--- src/rtl/mext_issue_ctrl.sv ---
// EX-stage issue/stall controller in front of M_extend: latches an M-op, drives ce,
// stalls until ready (or watchdog), then presents a single writeback beat.
module mext_issue_ctrl #(
  parameter int unsigned TIMEOUT     = 64,
  parameter int unsigned CNT_W       = 7,
  parameter int unsigned INST_ID_LEN = 6,
  parameter int unsigned GPR_WIDTH   = 32,
  parameter logic [INST_ID_LEN-1:0] MUL_ID    = INST_ID_LEN'(1),
  parameter logic [INST_ID_LEN-1:0] MULH_ID   = INST_ID_LEN'(2),
  parameter logic [INST_ID_LEN-1:0] MULHSU_ID = INST_ID_LEN'(3),
  parameter logic [INST_ID_LEN-1:0] MULHU_ID  = INST_ID_LEN'(4),
  parameter logic [INST_ID_LEN-1:0] DIV_ID    = INST_ID_LEN'(5),
  parameter logic [INST_ID_LEN-1:0] DIVU_ID   = INST_ID_LEN'(6),
  parameter logic [INST_ID_LEN-1:0] REM_ID    = INST_ID_LEN'(7),
  parameter logic [INST_ID_LEN-1:0] REMU_ID   = INST_ID_LEN'(8)
) (
  input  logic                   clk_i,
  input  logic                   rst_ni,
  input  logic                   valid_i,
  input  logic [INST_ID_LEN-1:0] instr_id_i,
  input  logic [GPR_WIDTH-1:0]   rs1_val_i,
  input  logic [GPR_WIDTH-1:0]   rs2_val_i,
  input  logic [4:0]             rd_i,
  input  logic                   flush_i,
  input  logic                   wb_stall_i,
  input  logic                   m_ready_i,
  input  logic [GPR_WIDTH-1:0]   m_result_i,
  output logic                   m_ce_o,
  output logic [INST_ID_LEN-1:0] m_instr_id_o,
  output logic [GPR_WIDTH-1:0]   m_rs1_o,
  output logic [GPR_WIDTH-1:0]   m_rs2_o,
  output logic                   stall_o,
  output logic                   wb_valid_o,
  output logic [4:0]             wb_rd_o,
  output logic [GPR_WIDTH-1:0]   wb_data_o,
  output logic                   timeout_o
);

  localparam logic [CNT_W-1:0] CNT_LAST = CNT_W'(TIMEOUT - 1);

  typedef enum logic [1:0] {IDLE, ARM, RUN, DONE} state_t;

  state_t                 state;
  logic [CNT_W-1:0]       cnt;
  logic                   ce_q;
  logic [INST_ID_LEN-1:0] id_q;
  logic [GPR_WIDTH-1:0]   rs1_q;
  logic [GPR_WIDTH-1:0]   rs2_q;
  logic [4:0]             rd_q;
  logic [GPR_WIDTH-1:0]   data_q;

  logic is_mop;
  logic accept;
  logic hit_last;

  assign is_mop = (instr_id_i == MUL_ID)    || (instr_id_i == MULH_ID)  ||
                  (instr_id_i == MULHSU_ID) || (instr_id_i == MULHU_ID) ||
                  (instr_id_i == DIV_ID)    || (instr_id_i == DIVU_ID)  ||
                  (instr_id_i == REM_ID)    || (instr_id_i == REMU_ID);

  assign accept   = (state == IDLE) && valid_i && is_mop && !flush_i;
  assign hit_last = (cnt == CNT_LAST);

  // Combinational terms: IDLE accept must freeze EX in the same cycle, and flush masks the beat
  assign stall_o    = accept || (state == ARM) || (state == RUN) ||
                      ((state == DONE) && wb_stall_i);
  assign wb_valid_o = (state == DONE) && !flush_i;
  assign timeout_o  = (state == RUN) && !flush_i && !m_ready_i && hit_last;

  assign m_ce_o       = ce_q;
  assign m_instr_id_o = id_q;
  assign m_rs1_o      = rs1_q;
  assign m_rs2_o      = rs2_q;
  assign wb_rd_o      = rd_q;
  assign wb_data_o    = data_q;

  // Issue FSM; ARM exists so a ready left over from the previous op is never sampled
  always_ff @(posedge clk_i or negedge rst_ni) begin
    if (!rst_ni) begin
      state  <= IDLE;
      cnt    <= '0;
      ce_q   <= 1'b0;
      id_q   <= '0;
      rs1_q  <= '0;
      rs2_q  <= '0;
      rd_q   <= '0;
      data_q <= '0;
    end else if (flush_i) begin
      state <= IDLE;
      ce_q  <= 1'b0;
    end else begin
      case (state)
        IDLE: begin
          if (accept) begin
            rd_q <= rd_i;
            if (rd_i != 5'd0) begin
              id_q  <= instr_id_i;
              rs1_q <= rs1_val_i;
              rs2_q <= rs2_val_i;
              ce_q  <= 1'b1;
              state <= ARM;
            end else begin
              data_q <= '0;
              state  <= DONE;
            end
          end
        end
        ARM: begin
          cnt   <= '0;
          state <= RUN;
        end
        RUN: begin
          cnt <= cnt + CNT_W'(1);
          if (m_ready_i) begin
            data_q <= m_result_i;
            ce_q   <= 1'b0;
            state  <= DONE;
          end else if (hit_last) begin
            data_q <= '0;
            ce_q   <= 1'b0;
            state  <= DONE;
          end
        end
        DONE: begin
          if (!wb_stall_i) begin
            state <= IDLE;
          end
        end
        default: begin
          state <= IDLE;
          ce_q  <= 1'b0;
        end
      endcase
    end
  end

endmodule

--- config.mk ---
export PLATFORM = sky130hd
export DESIGN_NAME = mext_issue_ctrl
export DESIGN_NICKNAME = d
export VERILOG_FILES = /design/src/rtl/mext_issue_ctrl.sv
export SDC_FILE = /design/constraint.sdc
export NUM_CORES = 1
export LEC_CHECK = 0
export CELL_PAD_IN_SITES_DETAIL_PLACEMENT = 1
export CELL_PAD_IN_SITES_GLOBAL_PLACEMENT = 2
export CORE_ASPECT_RATIO = 2
export CORE_MARGIN = 8
export CORE_UTILIZATION = 27
export CTS_BUF_LIST = sky130_fd_sc_hd__clkbuf_2
export DETAILED_ROUTE_END_ITERATION = 16
export GPL_TIMING_DRIVEN = 0
export PLACE_DENSITY = 0.82
export SYNTH_ARGS = -nofsm -noshare
export SYNTH_HDL_FRONTEND = slang
export SYNTH_SLANG_ARGS = --single-unit
--- constraint.sdc ---
create_clock -name clk_i -period 2.4 [get_ports clk_i]
set_input_delay 0.36 -clock clk_i [delete_from_list [all_inputs] [get_ports clk_i]]
set_output_delay 0.36 -clock clk_i [all_outputs]
set_load 0.01 [all_outputs]
==> impl_metrics.py, run 1 <==
metrics = {
    "cells_and_area": {
        "post_route_utilization_pct": 43.5,
        "area_delta_synth_final_pct": 59.6,
        "final_common_cell": "clkdlybuf4s50_1",
        "fill_cells": 1935,
        "multiInputGateArea_um2": 1930,
        "count_of_nets_after_finishing": 725,
        "layout.cells.most_common_list": "clkdlybuf4s50_1, dfrtp_1, mux2_2",
        "regArea_um2": 2930,
        "layout-drive-gt1-share_pct": 27.7,
        "stdcell_area_um2": 7890,
    },
    "drt": {
        "first_iteration_detailed_routing_drc_count": 79,
        "dr.max_layer_used": "met4",
        "wire_length_after_detailed_routing_um": 18200,
        "remaining_drc_errors": 0,
        "first_pass_iters": 4,
        "met1_length_um": 5540,
        "routed-wl-met2_um": 11200,
        "routed-via-count": 3920,
        "wl_met3_um": 903,
        "viasPerCell": 4.68,
        "postRouteAntennaNets": 0,
        "drt-wirelength-per-cell_um": 21.7,
    },
    "die": {
        "fp.dieW_um": 112,
        "core-area_um2": 18100,
        "design.portCount": 224,
        "chipHeight_um": 207,
        "std_cell_rows": 70,
        "start_util_pct": 27.3,
        "design.die.area_um2": 23100,
    },
    "critical_path": {
        "worstPathMaxFanout": 2,
        "critical_path.cell_chain": "inv_2 -> ha_4 -> and4bb_2 -> and4b_1 -> or4b_4 -> buf_6",
        "required_ns": 2.04,
        "critPathCaptureType": "output pin",
        "timing.reg2reg.worst_path_depth": 10,
        "r2r-start": "state[0]$_DFFE_PN0P_",
        "critPathSlowestCell": "or4b_4",
        "worst_ep_arrival_time_ns": 2.42,
        "timing.critical_path.slowest_cell_delay_ns": 0.53,
        "setup.worst_path.class": "flop to output pin",
        "rr_endpoint": "m_instr_id_o[3]$_DFFE_PN0P_",
        "worstSetupStartpointType": "flop",
        "timing.reg2reg.setup_slack_ns": 0.11,
    },
    "placement": {
        "pre_cts_slack_ns": -1.10,
        "place_congestion": 0.744,
        "placed_area_um2": 7470,
        "place.detailed.hpwl_um": 14400,
        "port_bufs": 223,
    },
    "sta": {
        "final.setup.worst_slack_ns": -0.379,
        "finalSetupViolCount": 2,
        "tightestPinTransition_ns": 0.547,
        "finalClockSkew_ns": 0.0316,
        "min_period_ns": 2.78,
        "hold_viol_final": 0,
        "finalMaxSlewViolations": 0,
        "achievable-frequency_ghz": 0.360,
        "maxSlewHeadroom_pct": 63.5,
        "worst_hold_margin_ns": 0.173,
        "min_period_over_period_pct": 116,
        "rsz0062_at_grt": "true",
    },
    "outcome": {
        "failed_checks": "setup timing",
        "status": "finished with violations",
    },
    "grt": {
        "grt_antenna_before_repair": 2,
        "grt_first_pass_wirelength_um": 28100,
        "vias_in_the_first_global_route": 4541,
        "pin_count_of_the_biggest_net_entering_global_routing": 64,
        "grt_use_total_pct": 16.3,
        "global_route.overflow_total": 0,
    },
    "synthesis": {
        "netlist.area_leader.share_pct": 59.3,
        "netlist.top_cell.by_area": "dfrtp_1",
        "ys.warnings.count": 0,
        "synth.cell_area_um2": 4940,
        "synthDistinctLibCells": 37,
        "area_contributors_post_synth": "dfrtp_1, mux2_2, and3_1",
        "yosys_register_bits": 117,
        "ys_seq_area_share_pct": 59.3,
        "ys_dominant_reg_cell": "dfrtp_1",
        "synthArstFlopShare_pct": 100,
        "syn_avg_cell_area_um2": 14.0,
        "mappedNetlistNets": 472,
        "syn-instance-count": 354,
        "synth_edf_count": 0,
    },
    "clocking": {
        "cts-root-buf": "clkbuf_2",
        "numCtsBuffers": 17,
        "clock_tree_from_tritoncts": "yes",
        "clock_tree.buffer_depth": 2,
        "cts.reportedPaths.clkPinSlew_ns": 0.19,
        "worstSkewPairLatency_ns": 0.68,
        "htree_num_levels": 4,
        "tritoncts_num_sinks": 117,
    },
    "pwr": {
        "peak_supply_drop_v": 0.000448,
        "static-leakage-power_nw": 3.61,
        "power_mw": 7.52,
        "p_per_area_nw_per_um2": 954,
    },
    "min_path": {
        "hold_path.class": "primary input to async pin",
    },
    "flow_run": {
        "max_cap_violations": 0,
    },
}
==> timing repair <==
| action | 4_1_cts | 5_1_grt |
|---|---|---|
| hold buffers | 1 | 0 |
| setup endpoints to repair | 103 | 16 |
| buffers inserted | 8 | 2 |
| hold endpoints to repair | 86 | 0 |
| resized for setup | 23 | 3 |
| pin swaps | 6 | 5 |
==> logic make-up (layout without fill, tap and decap cells) <==
family                   Yosys count  count (layout)  synth area share (%)
flip-flops                       117             117                  59.3
multiplexers                     109             109                  24.7
AND/OR/NAND/NOR                   77              77                  9.12
buffers and inverters             25             291                  2.61
AO/OA/AOI/OAI                     21              21                  3.01
adder cells (fa/ha/maj)            5               5                  1.27
other                              0               2                     0
==> worst max-delay path, delay by kind of cell, from the launching register on <==
family,cells,cell delay [ns]
and+or+nand+nor,3,0.97
DFF,1,0.40
buffers and inverters,2,0.20
adders and majority gates,1,0.16
==> sequential cells by signal (all words and copies together), names as in the netlist <==
| register | flops |
|---|---|
| m_instr_id_o | 6 |
| wb_data_o | 32 |
| m_rs1_o | 32 |
| m_ce_o | 1 |
| cnt | 7 |
| m_rs2_o | 32 |
| state | 2 |
| wb_rd_o | 5 |
==> area by class of cell <==
class	instances	area share, %
inverters	5	0.238
clock inverters	11	2.00
well taps	216	3.43
multi-input cells	212	24.5
flip-flops and latches	117	37.1
plain buffers	19	1.32
clock buffers	21	1.33
repair buffers	235	30.0
diodes	2	0.0635
==> cell usage after synthesis, drive strengths merged, types with 2 or more instances <==
cell / number
a21oi: 4
and3: 32
buf: 11
clkbuf: 9
dfrtp: 117
ha: 5
inv: 5
mux2: 105
mux2i: 4
nand2: 13
nand2b: 3
nand3: 3
nand3b: 2
nor2: 5
nor2b: 4
nor3: 5
nor4: 2
o21ai: 9
==> through the flow <==
step	instances	setup TNS [ns]
after floorplan	354	0
after global placement	793	-514.10
after detailed placement	794	-90.62
after CTS	835	-0.827
after global routing	838	-0.800
final	838	-0.474
==> metal layers <==
metal  vias to the layer above  track usage [%]
li1                       1770                -
met1                      2000             13.9
met2                       122             32.6
met3                        28             4.37
met4                         0             8.36
met5                         -                0
==> report_power, final <==
part / internal [mW] / switching (mW)
registers: 2.58 / 0.335
clock network: 0.690 / 0.757
logic: 1.87 / 1.29
total: 5.14 / 2.38
==> worst max-delay path by stage <==
stage,start,end,cells past startpoint
6_report,state[0]$_DFFE_PN0P_,stall_o,6
4_1_cts,state[1]$_DFFE_PN0P_,stall_o,7
2_1_floorplan,instr_id_i[1],stall_o,4
3_3_place_gp,rst_ni,m_rs1_o[5]$_DFFE_PN0P_,1
3_5_place_dp,instr_id_i[1],m_rs1_o[16]$_DFFE_PN0P_,6
5_1_grt,state[0]$_DFFE_PN0P_,stall_o,6
Note: power is estimated with default switching activity, not from simulation.
==> run 2: changes to the inputs <==
--- a/config.mk
+++ b/config.mk
@@ -8,7 +8,7 @@
 export CELL_PAD_IN_SITES_DETAIL_PLACEMENT = 1
 export CELL_PAD_IN_SITES_GLOBAL_PLACEMENT = 2
 export CORE_ASPECT_RATIO = 2
-export CORE_MARGIN = 8
+export CORE_MARGIN = 2
 export CORE_UTILIZATION = 27
 export CTS_BUF_LIST = sky130_fd_sc_hd__clkbuf_2
 export DETAILED_ROUTE_END_ITERATION = 16
==> run 2 against run 1 <==
Net effect:
- the flow still finishes with violations (setup timing)
- wire length down 12%
- sequential power is essentially flat
- total power decreased by 2.0%
- critical path depth unchanged
- setup slack improved by 0.060 ns
- clock-buffer cell count decreased by 3
- largest cell class unchanged
==> impl_metrics.py, run 2 (synthesis results as in run 1) <==
metrics = {
    "grt": {
        "grt_use_total_pct": 16.7,
        "grt_first_pass_wirelength_um": 24700,
        "pin_count_of_the_biggest_net_entering_global_routing": 82,
        "grt_antenna_before_repair": 1,
        "global_route.overflow_total": 0,
        "vias_in_the_first_global_route": 4550,
    },
    "sta": {
        "hold_viol_final": 0,
        "rsz0062_at_grt": "true",
        "maxSlewHeadroom_pct": 66.4,
        "finalSetupViolCount": 2,
        "final.setup.worst_slack_ns": -0.319,
        "finalMaxSlewViolations": 0,
        "worst_hold_margin_ns": 0.148,
        "min_period_over_period_pct": 113,
        "achievable-frequency_ghz": 0.368,
        "setup-tns-final_ns": -0.406,
        "min_period_ns": 2.72,
        "tightestPinTransition_ns": 0.499,
        "finalClockSkew_ns": 0.0244,
    },
    "placement": {
        "placed_cells_incl_taps": 794,
        "placed_area_um2": 7470,
        "pre_cts_slack_ns": -0.852,
        "place_congestion": 0.715,
        "place.detailed.hpwl_um": 12200,
        "port_bufs": 223,
    },
    "critical_path": {
        "timing.reg2reg.setup_slack_ns": 0.09,
        "setup.worst_path.class": "flop to output pin",
        "critPathCaptureType": "output pin",
        "worst_ep_arrival_time_ns": 2.36,
        "r2r-start": "state[1]$_DFFE_PN0P_",
        "worstPathMaxFanout": 2,
        "timing.reg2reg.worst_path_depth": 10,
        "endpoint": "stall_o",
        "worstSetupStartpointType": "flop",
        "required_ns": 2.04,
        "rr_endpoint": "wb_data_o[11]$_DFFE_PN0P_",
        "critPathLaunch": "state[1]$_DFFE_PN0P_",
    },
    "outcome": {
        "status": "finished with violations",
        "failed_checks": "setup timing",
    },
    "cells_and_area": {
        "post_route_utilization_pct": 43.9,
        "layout.cells.most_common_list": "clkdlybuf4s50_1, dfrtp_1, mux2_2",
        "layout-drive-gt1-share_pct": 27.7,
        "area_delta_synth_final_pct": 61.0,
        "stdcell_area_um2": 7950,
        "final_cells": 842,
        "count_of_nets_after_finishing": 730,
        "final_common_cell": "clkdlybuf4s50_1",
    },
    "drt": {
        "first_iteration_detailed_routing_drc_count": 75,
        "wire_length_after_detailed_routing_um": 15900,
        "postRouteAntennaNets": 0,
        "viasPerCell": 4.64,
        "drt-wirelength-per-cell_um": 18.9,
        "first_pass_iters": 4,
        "routed-via-count": 3910,
        "remaining_drc_errors": 0,
    },
    "die": {
        "std_cell_rows": 70,
        "design.portCount": 224,
        "chipHeight_um": 195,
        "start_util_pct": 27.3,
        "fp.dieW_um": 99.7,
        "design.die.area_um2": 19500,
        "core-area_um2": 18100,
    },
    "clocking": {
        "numCtsBuffers": 17,
        "clock_tree_from_tritoncts": "yes",
        "cts.reportedPaths.clkPinSlew_ns": 0.18,
        "htree_num_levels": 4,
        "cts-root-buf": "clkbuf_2",
        "tritoncts_num_sinks": 117,
        "clock_tree.buffer_depth": 2,
        "worstSkewPairLatency_ns": 0.66,
    },
    "pwr": {
        "peak_supply_drop_v": 0.000414,
        "static-leakage-power_nw": 3.66,
        "power_mw": 7.37,
        "p_per_area_nw_per_um2": 927,
    },
    "flow_run": {
        "max_cap_violations": 0,
    },
    "min_path": {
        "hold_path.class": "primary input to async pin",
    },
}
[run 2: how the worst min path moves through the flow]
stage / end / slack, ns / depth (start not counted) / startpoint
finish: m_ce_o$_DFFE_PN0P_ / 0.15 / 2 / rst_ni
global route: m_rs1_o[5]$_DFFE_PN0P_ / 0.06 / 2 / rst_ni
global placement: wb_data_o[7]$_DFFE_PN0P_ / 0.48 / 1 / wb_data_o[7]$_DFFE_PN0P_
floorplan: cnt[0]$_DFFE_PN0P_ / 0.06 / 0 / rst_ni
CTS: m_ce_o$_DFFE_PN0P_ / 0.06 / 2 / rst_ni
detailed placement: m_ce_o$_DFFE_PN0P_ / 0.29 / 1 / rst_ni
[run 2: layout make-up]
cell class / instances / area, um^2
antenna: 1 / 2.50
buffer: 19 / 125
clock buffer: 18 / 90.1
clock inverter: 14 / 141
fill: 1934 / 10200
inverter: 5 / 18.8
multi-input combinational: 212 / 1940
sequential: 117 / 2930
tap: 216 / 270
timing repair buffer: 240 / 2440
[run 2: critical path, cell delays in order, from the launching register on]
cell and delay [ns]:
dfrtp_1 0.41, inv_2 0.06, ha_4 0.15, and4bb_2 0.23
and4b_1 0.21, or4b_4 0.49, buf_6 0.14
[run 2: power by group]
part,internal (mW),switching [mW]
logic,1.93,1.23
registers,2.58,0.339
clock network,0.556,0.739
[run 2: what timing repair did]
action | CTS | global route
setup endpoints to repair | 103 | 93
pin swaps | 5 | 3
gates resized for setup | 24 | 10
hold buffers | 1 | 0
hold endpoints to repair | 117 | 0
gates cloned | 0 | 2
buffers inserted | 9 | 4
[run 2: per-layer routing]
layer | part of all wire [%] | GRT usage (%) | wire length [um]
met1 | 32 | 15.3 | 5050
met2 | 61 | 33.0 | 9640
met3 | 6.1 | 5.65 | 966
met4 | 1.7 | 5.83 | 266
met5 | 0 | 0 | 0
